--- src/rtl/fun_exec_arbiter.sv ---
// Two-requester arbiter for a shared 3-bit function executor.
// Identical simultaneous codes are merged into one job; differing codes alternate round-robin.
module fun_exec_arbiter #(
   parameter int unsigned EXEC_CYCLES = 4,
   parameter int unsigned CNT_W       = 3
) (
   input  logic       clk,
   input  logic       rst_n,
   input  logic       req_a,
   input  logic [2:0] fun_a,
   input  logic       req_b,
   input  logic [2:0] fun_b,
   output logic [2:0] fun_out,
   output logic       start,
   output logic       busy,
   output logic       grant_a,
   output logic       grant_b,
   output logic       merged,
   output logic       ack_a,
   output logic       ack_b
);

   localparam int unsigned LAST_CNT = EXEC_CYCLES - 1;

   typedef enum logic [1:0] {
      IDLE = 2'd0,
      EXEC = 2'd1,
      DONE = 2'd2
   } state_t;

   state_t           state, state_d;
   logic [CNT_W-1:0] cnt, cnt_d;
   logic             prio, prio_d;
   logic [2:0]       fun_out_d;
   logic             start_d, busy_d, grant_a_d, grant_b_d, merged_d, ack_a_d, ack_b_d;
   logic             same_code_c, take_a_c, take_b_c;

   // Equal codes let both requesters win; otherwise prio breaks the tie (0 = A).
   assign same_code_c = &(fun_a ~^ fun_b);
   assign take_a_c    = req_a & (~req_b | same_code_c | ~prio);
   assign take_b_c    = req_b & (~req_a | same_code_c | prio);

   // State, counter, priority and all output registers.
   always_ff @(posedge clk or negedge rst_n) begin
      if (!rst_n) begin
         state   <= IDLE;
         cnt     <= '0;
         prio    <= 1'b0;
         fun_out <= 3'b000;
         start   <= 1'b0;
         busy    <= 1'b0;
         grant_a <= 1'b0;
         grant_b <= 1'b0;
         merged  <= 1'b0;
         ack_a   <= 1'b0;
         ack_b   <= 1'b0;
      end else begin
         state   <= state_d;
         cnt     <= cnt_d;
         prio    <= prio_d;
         fun_out <= fun_out_d;
         start   <= start_d;
         busy    <= busy_d;
         grant_a <= grant_a_d;
         grant_b <= grant_b_d;
         merged  <= merged_d;
         ack_a   <= ack_a_d;
         ack_b   <= ack_b_d;
      end
   end

   // Next-state and execution counter.
   always_comb begin
      state_d = state;
      cnt_d   = cnt;
      case (state)
         IDLE: begin
            if (req_a | req_b) begin
               state_d = EXEC;
               cnt_d   = '0;
            end
         end
         EXEC: begin
            if (cnt == CNT_W'(LAST_CNT)) begin
               state_d = DONE;
               cnt_d   = '0;
            end else begin
               cnt_d = cnt + CNT_W'(1);
            end
         end
         DONE:    state_d = IDLE;
         default: state_d = IDLE;
      endcase
   end

   // Next values of the registered outputs and the priority pointer.
   always_comb begin
      fun_out_d = fun_out;
      start_d   = 1'b0;
      busy_d    = (state_d != IDLE);
      grant_a_d = grant_a;
      grant_b_d = grant_b;
      merged_d  = merged;
      ack_a_d   = 1'b0;
      ack_b_d   = 1'b0;
      prio_d    = prio;
      case (state)
         IDLE: begin
            grant_a_d = take_a_c;
            grant_b_d = take_b_c;
            merged_d  = take_a_c & take_b_c;
            start_d   = req_a | req_b;
            if (take_a_c) begin
               fun_out_d = fun_a;
            end else if (take_b_c) begin
               fun_out_d = fun_b;
            end
         end
         EXEC: begin
            if (state_d == DONE) begin
               ack_a_d = grant_a;
               ack_b_d = grant_b;
            end
         end
         DONE: begin
            grant_a_d = 1'b0;
            grant_b_d = 1'b0;
            merged_d  = 1'b0;
            // A merged job serves both sides and leaves the pointer alone.
            if (grant_a & ~grant_b) begin
               prio_d = 1'b1;
            end else if (grant_b & ~grant_a) begin
               prio_d = 1'b0;
            end
         end
         default: begin
            grant_a_d = 1'b0;
            grant_b_d = 1'b0;
            merged_d  = 1'b0;
         end
      endcase
   end

endmodule

--- config.mk ---
export PLATFORM = sky130hd
export DESIGN_NAME = fun_exec_arbiter
export DESIGN_NICKNAME = d
export VERILOG_FILES = /design/src/rtl/fun_exec_arbiter.sv
export SDC_FILE = /design/constraint.sdc
export NUM_CORES = 1
export LEC_CHECK = 0
export CORE_MARGIN = 5
export CORE_UTILIZATION = 27
export CTS_BUF_LIST = sky130_fd_sc_hd__clkbuf_2
export DETAILED_ROUTE_END_ITERATION = 10
export GPL_ROUTABILITY_DRIVEN = 0
export GPL_TIMING_DRIVEN = 0
export HOLD_SLACK_MARGIN = 0.02
export PLACE_DENSITY_LB_ADDON = 0.15
export SLEW_MARGIN = 20
export SYNTH_ARGS = -nofsm -noshare
export SYNTH_HDL_FRONTEND = slang
export SYNTH_SLANG_ARGS = --single-unit
export TNS_END_PERCENT = 30
--- constraint.sdc ---
create_clock -name clk -period 1.62 [get_ports clk]
set_clock_uncertainty 0.15 [all_clocks]
set_input_delay 0.324 -clock clk [delete_from_list [all_inputs] [get_ports clk]]
set_output_delay 0.324 -clock clk [all_outputs]
set_load 0.02 [all_outputs]
==> impl_metrics.csv, run 1 <==
group,metric,value,unit
critical_path,r2r_slack,0.13,ns
route,drc,0,
critical_path,worst-path-max-fanout,4,
pwr,clkPwrFrac,0.120,
critical_path,startpoint_type,"flop",
layout,drive_above_1_share,0.1310,
worst_hold_path,holdPathStages,3,
layout,area_growth,36.91,%
synthesis,synth-edff-count,0,
clock_network,clock_latency,0.29,ns
critical_path,path_delay_family,"flip-flops",
floorplanning,core_area,0.002500,sq mm
floorplanning,dieArea,0.003764,sq mm
critical_path,worstPathRequired,1.15,ns
clock_network,ctsLongestPathBuffers,2,
global_routing,grt_pass1_wl,2.470,mm
critical_path,r2r-start,"grant_a",
critical_path,reg2reg_depth,3,
critical_path,worstSetupEndpointType,"output port",
worst_hold_path,hp-class,"in2reg",
critical_path,startpoint,"grant_a",
global_routing,grt_max_degree,17,
critical_path,crit_path_end,"grant_a",
global_routing,antenna_found_initial,0,
global_routing,grt_usage,0.09118,
floorplanning,rows,18,
pwr,p_seq_frac,0.422,
synthesis,synth.most_common_cell,"dfrtp_1",
route,wire_per_inst,12.23,um
global_routing,grt-ovfl-total,0,
floorplanning,start_util,0.2848,
route,drt_pass1_iterations,2,
route,wl,1.394,mm
clock_network,cts_tree,"done",
timing,timing.final.max_slew_violations,0,
pwr,p_int,926.0,uW
pwr,vdd_ir_drop_max,0.6492,mV
synthesis,yosys_warnings,0,
synthesis,synth_top_cell_by_area,"dfrtp_1",
synthesis,syn_inst,59,
floorplanning,die_width,61.35,um
synthesis,synth.distinct_cells,23,
synthesis,syn_area,711.9,sq um
global_routing,grt_pass1_vias,535,
synthesis,synth-seq-cells,16,
synthesis,synthTopCellsByCount,"dfrtp_1 (16), mux2_1 (4), nand2_1 (4)",
timing,rsz0062_at_grt,"no",
critical_path,cpPeakStageDelay,0.44,ns
timing,setup_viol,0,
pwr,leakagePower,0.0004666,uW
route,drtIter0Drc,4,
critical_path,r2r_end,"prio",
timing,relSlewSlack,0.5248,
critical_path,arrival,1.05,ns
clock_network,path_clk_slew,0.16,ns
route,vias,529,
pwr,share_comb_of_total_power,0.458,
status,status,"completed",
synthesis,async_flop_share,1.000,
pwr,switching_share,0.3942,
clock_network,cts_buffers,3,
synthesis,synthTopCellsByArea,"dfrtp_1 (56%), mux2_1 (6.3%), mux2_2 (4.7%)",
synthesis,ys.flop_type,"dfrtp_1",
placement,io_buffers,19,
job,cap_viol_max_count,0,
timing,clock.fmax,656.6,MHz
timing,hold_viol_final,0,
floorplanning,boundaryPins,20,
timing,finalCritPeriodShare,0.9401,
critical_path,path_depth,1,
route,ant_nets,0,
critical_path,crit_chain,"dlygate4sd2_1",
critical_path,worst_path_max_delay_cell,"dfrtp_1",
clock_network,clock-sinks,16,
route,viasPerCell,4.640,
pwr,powerDensity,1568,mW/mm^2
layout,num_antenna_cells,0,
clock_network,root_buffer,"clkbuf_2",
timing,period_needed,1.523,ns
synthesis,syn_avg_cell_area,12.07,sq um
critical_path,path_buf_inv,1,
pwr,p_switching,602.7,uW
critical_path,path_class,"reg2out",
pwr,power.total,1529,uW
layout,layout.nets,97,
floorplanning,chipHeight,61.35,um
synthesis,seq_area_frac_synth,0.5624,
timing,tightest_slew,0.7106,ns
timing,hold_ws,0.2711,ns
synthesis,postSynthNetCount,71,
clock_network,htreeDepth,1,
synthesis,synth_top_area_frac,0.5624,
==> power groups by stage <==
stage | sequential (uW) | clock (uW) | combinational [uW]
2_1_floorplan | 756 | 0 | 342
3_3_place_gp | 652 | 0 | 746
3_5_place_dp | 655 | 0 | 751
4_1_cts | 648 | 193 | 689
5_1_grt | 670 | 207 | 782
6_report | 646 | 183 | 700
==> worst min path at each step <==
stage                     slack, ns    from      end
final                          0.27   req_b  grant_b
after global placement         0.29  cnt[2]    ack_b
after CTS                      0.32   rst_n   merged
after floorplan               -0.12   rst_n    ack_a
after global routing           0.27   req_b   merged
after detailed placement       0.31  cnt[2]    ack_b
==> registers in the layout, indices dropped and copies added, names as in the netlist <==
register,flops
grant_a,1
grant_b,1
prio,1
start,1
fun_out,3
busy,1
ack_b,1
state,2
cnt,3
ack_a,1
merged,1
==> per-layer routing <==
metal  vias to the layer above  routed length (um)  GRT usage
li1                        261                   -          -
met1                       253                 701     0.1252
met2                        13                 595     0.1299
met3                         2                  83    0.02096
met4                         0                  13    0.05455
met5                         -                   0          0
==> what timing repair did <==
item | in CTS | in global routing
buffers inserted | 0 | 2
gates resized for setup | 12 | 2
hold buffers | 0 | 0
pin swaps | 0 | 1
endpoints found under the hold margin | 0 | 0
setup endpoints to repair | 13 | 3
==> per-stage QoR <==
stage | setup WS [ns] | setup TNS [ns] | utilization | std cells | area (sq um)
5_1_grt | 0.006660 | 0 | 0.3899 | 114 | 974.7
3_3_place_gp | -0.4234 | -1.507 | 0.3759 | 108 | 939.7
3_5_place_dp | -0.4236 | -1.560 | 0.3759 | 108 | 939.7
2_1_floorplan | 0.03796 | 0 | - | 59 | 711.9
4_1_cts | 0.01878 | 0 | 0.3809 | 112 | 952.2
6_report | 0.09704 | 0 | 0.3899 | 114 | 974.7
==> placed cells by master, fill, tap and decap left out, drive strengths merged, types with 2 or more instances in the layout <==
cell,count
nand2b,2
buf,2
dfrtp,16
nand2,4
inv,3
xnor2,3
mux2,7
dlygate4sd2,11
clkdlybuf4s50,7
clkbuf,3
nor3,2
nor2b,2
ha,2
and3,2
o21ai,4
nor2,3
==> layout make-up <==
| type | count | area (sq um) |
|---|---|---|
| clock buffer | 3 | 15.01 |
| clock inverter | 1 | 3.754 |
| fill | 274 | 1525 |
| inverter | 3 | 11.26 |
| multi-input combinational | 40 | 312.8 |
| sequential | 16 | 400.4 |
| tap | 30 | 37.54 |
| timing repair buffer | 21 | 193.9 |
==> cell families after synthesis <==
| logic type | synth area share |
|---|---|
| compound gates | 0.1002 |
| xor+xnor | 0.03691 |
| fa+ha+maj | 0.03514 |
| buf+inv | 0.01582 |
| flops | 0.5624 |
| mux | 0.1107 |
| simple gates | 0.1388 |
No activity file was read; power rests on OpenSTA's default activity.
==> run 2, diff against run 1 <==
Settings changed: CTS_BUF_LIST sky130_fd_sc_hd__clkbuf_2 to sky130_fd_sc_hd__clkbuf_16.
==> impl_metrics.csv, run 2 (synthesis results as in run 1) <==
group,metric,value,unit
status,status,"completed",
critical_path,arrival,1.45,ns
clock_network,clock_latency,0.24,ns
floorplanning,boundaryPins,20,
timing,rsz0062_at_grt,"no",
timing,hold_viol_final,0,
clock_network,clock-sinks,16,
floorplanning,rows,18,
clock_network,htreeDepth,1,
clock_network,postCtsHoldBufs,0,
critical_path,worst-path-max-fanout,3,
route,viasPerCell,4.637,
timing,period_needed,1.478,ns
critical_path,startpoint_type,"flop",
worst_hold_path,hp-class,"reg2reg",
critical_path,worstPathRequired,1.60,ns
timing,hold_ws,0.3199,ns
route,drt_pass1_iterations,4,
route,wire_per_inst,12.24,um
critical_path,cpPeakStageDelay,0.36,ns
pwr,vdd_ir_drop_max,0.6303,mV
layout,design_area,0.001023,sq mm
timing,finalCritPeriodShare,0.9126,
global_routing,grt-ovfl-total,0,
floorplanning,core_area,0.002500,sq mm
layout,multi_input_area,312.8,sq um
timing,timing.final.max_slew_violations,0,
layout,stdcell_count,113,
global_routing,grt_max_degree,17,
global_routing,grt_usage,0.09205,
critical_path,path_buf_inv,1,
job,cap_viol_max_count,0,
layout,area_growth,43.76,%
clock_network,root_buffer,"clkbuf_16",
route,ant_nets,0,
pwr,powerDensity,1772,mW/mm^2
floorplanning,start_util,0.2848,
clock_network,cts_buffers,3,
pwr,leakagePower,0.0004782,uW
critical_path,path_delay_family,"flip-flops",
route,drtIter0Drc,7,
layout,fillCellCount,265,
clock_network,path_clk_slew,0.05,ns
placement,io_buffers,19,
floorplanning,dieArea,0.003764,sq mm
floorplanning,chipHeight,61.35,um
global_routing,antenna_found_initial,0,
critical_path,worstSetupEndpointType,"flop",
global_routing,grt_pass1_wl,2.463,mm
route,wl,1.383,mm
layout,mostFrequentLayoutCells,"dfrtp_1 (16), dlygate4sd2_1 (12), clkdlybuf4s50_1 (7)",
critical_path,worst_path_max_delay_cell,"dfrtp_1",
layout,drive_above_1_share,0.1205,
clock_network,cts_tree,"done",
route,drc,0,
layout,mostFrequentLayoutCell,"dfrtp_1",
clock_network,ctsLongestPathBuffers,2,
timing,setup_viol,0,
placement,placed_cells,108,
layout,num_antenna_cells,0,
timing,setup_tns,0,ns
timing,tightest_slew,0.7159,ns
critical_path,crit_chain,"inv_1 -> ha_1 -> nor3b_2 -> mux2_1",
layout,final_util,0.4094,
floorplanning,die_width,61.35,um
placement,place_area,939.7,sq um
critical_path,path_class,"reg2reg",
global_routing,grt_pass1_vias,523,
layout,seq_area,400.4,sq um
layout,reg.largest.list,"cnt: 3 flops, fun_out: 3 flops, state: 2 flops",
timing,relSlewSlack,0.5213,
route,vias,524,
layout,layout.nets,96,
timing,clock.fmax,676.4,MHz
-- run 2: per-stage QoR --
step                      power, uW  setup WS (ns)
final                          1814         0.1416
after global routing           1950        0.03444
after detailed placement       1406        -0.4236
after global placement         1398        -0.4234
after floorplan                1098        0.03796
after CTS                      1836        0.07867
-- run 2: final cells by class --
class                      instances  share of cell area
multi-input combinational         40              0.3056
inverter                           3             0.01100
sequential                        16              0.3912
clock inverter                     1            0.003667
tap                               30             0.03667
clock buffer                       3             0.07335
timing repair buffer              20              0.1785
-- run 2: worst register-to-register path, stage by stage (launching register included) --
cell     delay [ns]
dfrtp_1        0.36
inv_1          0.07
ha_1           0.28
nor3b_2        0.16
mux2_1         0.33
-- run 2: routing by layer --
layer | GRT usage | part of all wire | vias to the layer above
met1 | 0.1252 | 0.50 | 244
met4 | 0.05455 | 0.022 | 0
li1 | - | - | 259
met2 | 0.1284 | 0.41 | 17
met5 | 0 | 0 | -
met3 | 0.02725 | 0.067 | 4
-- run 2: where the power goes --
| group | leakage (uW) | switching (uW) | internal, uW |
|---|---|---|---|
| registers | 0.000201 | 99.4 | 551 |
| clock network | 0.0000385 | 154 | 327 |
| logic | 0.000239 | 370 | 313 |
-- run 2: timing repair --
action | 4_1_cts | 5_1_grt
pin swaps | 1 | 0
endpoints found under the hold margin | 0 | 0
setup endpoints to repair | 13 | 1
resized for setup | 13 | 1
setup buffers | 1 | 0
-- run 2: worst paths after layout --
kind | from | endpoint | slack (ns) | depth (start not counted)
worst max-delay path | grant_b | prio | 0.14 | 4
worst min-delay path | cnt[2] | ack_b | 0.32 | 1
worst max register to register | grant_b | prio | 0.14 | 4
worst min register to register | cnt[2] | ack_b | 0.32 | 1
max in group asynchronous | rst_n | state[0] | 0.51 | 1
min in group asynchronous | rst_n | cnt[0] | 0.36 | 1
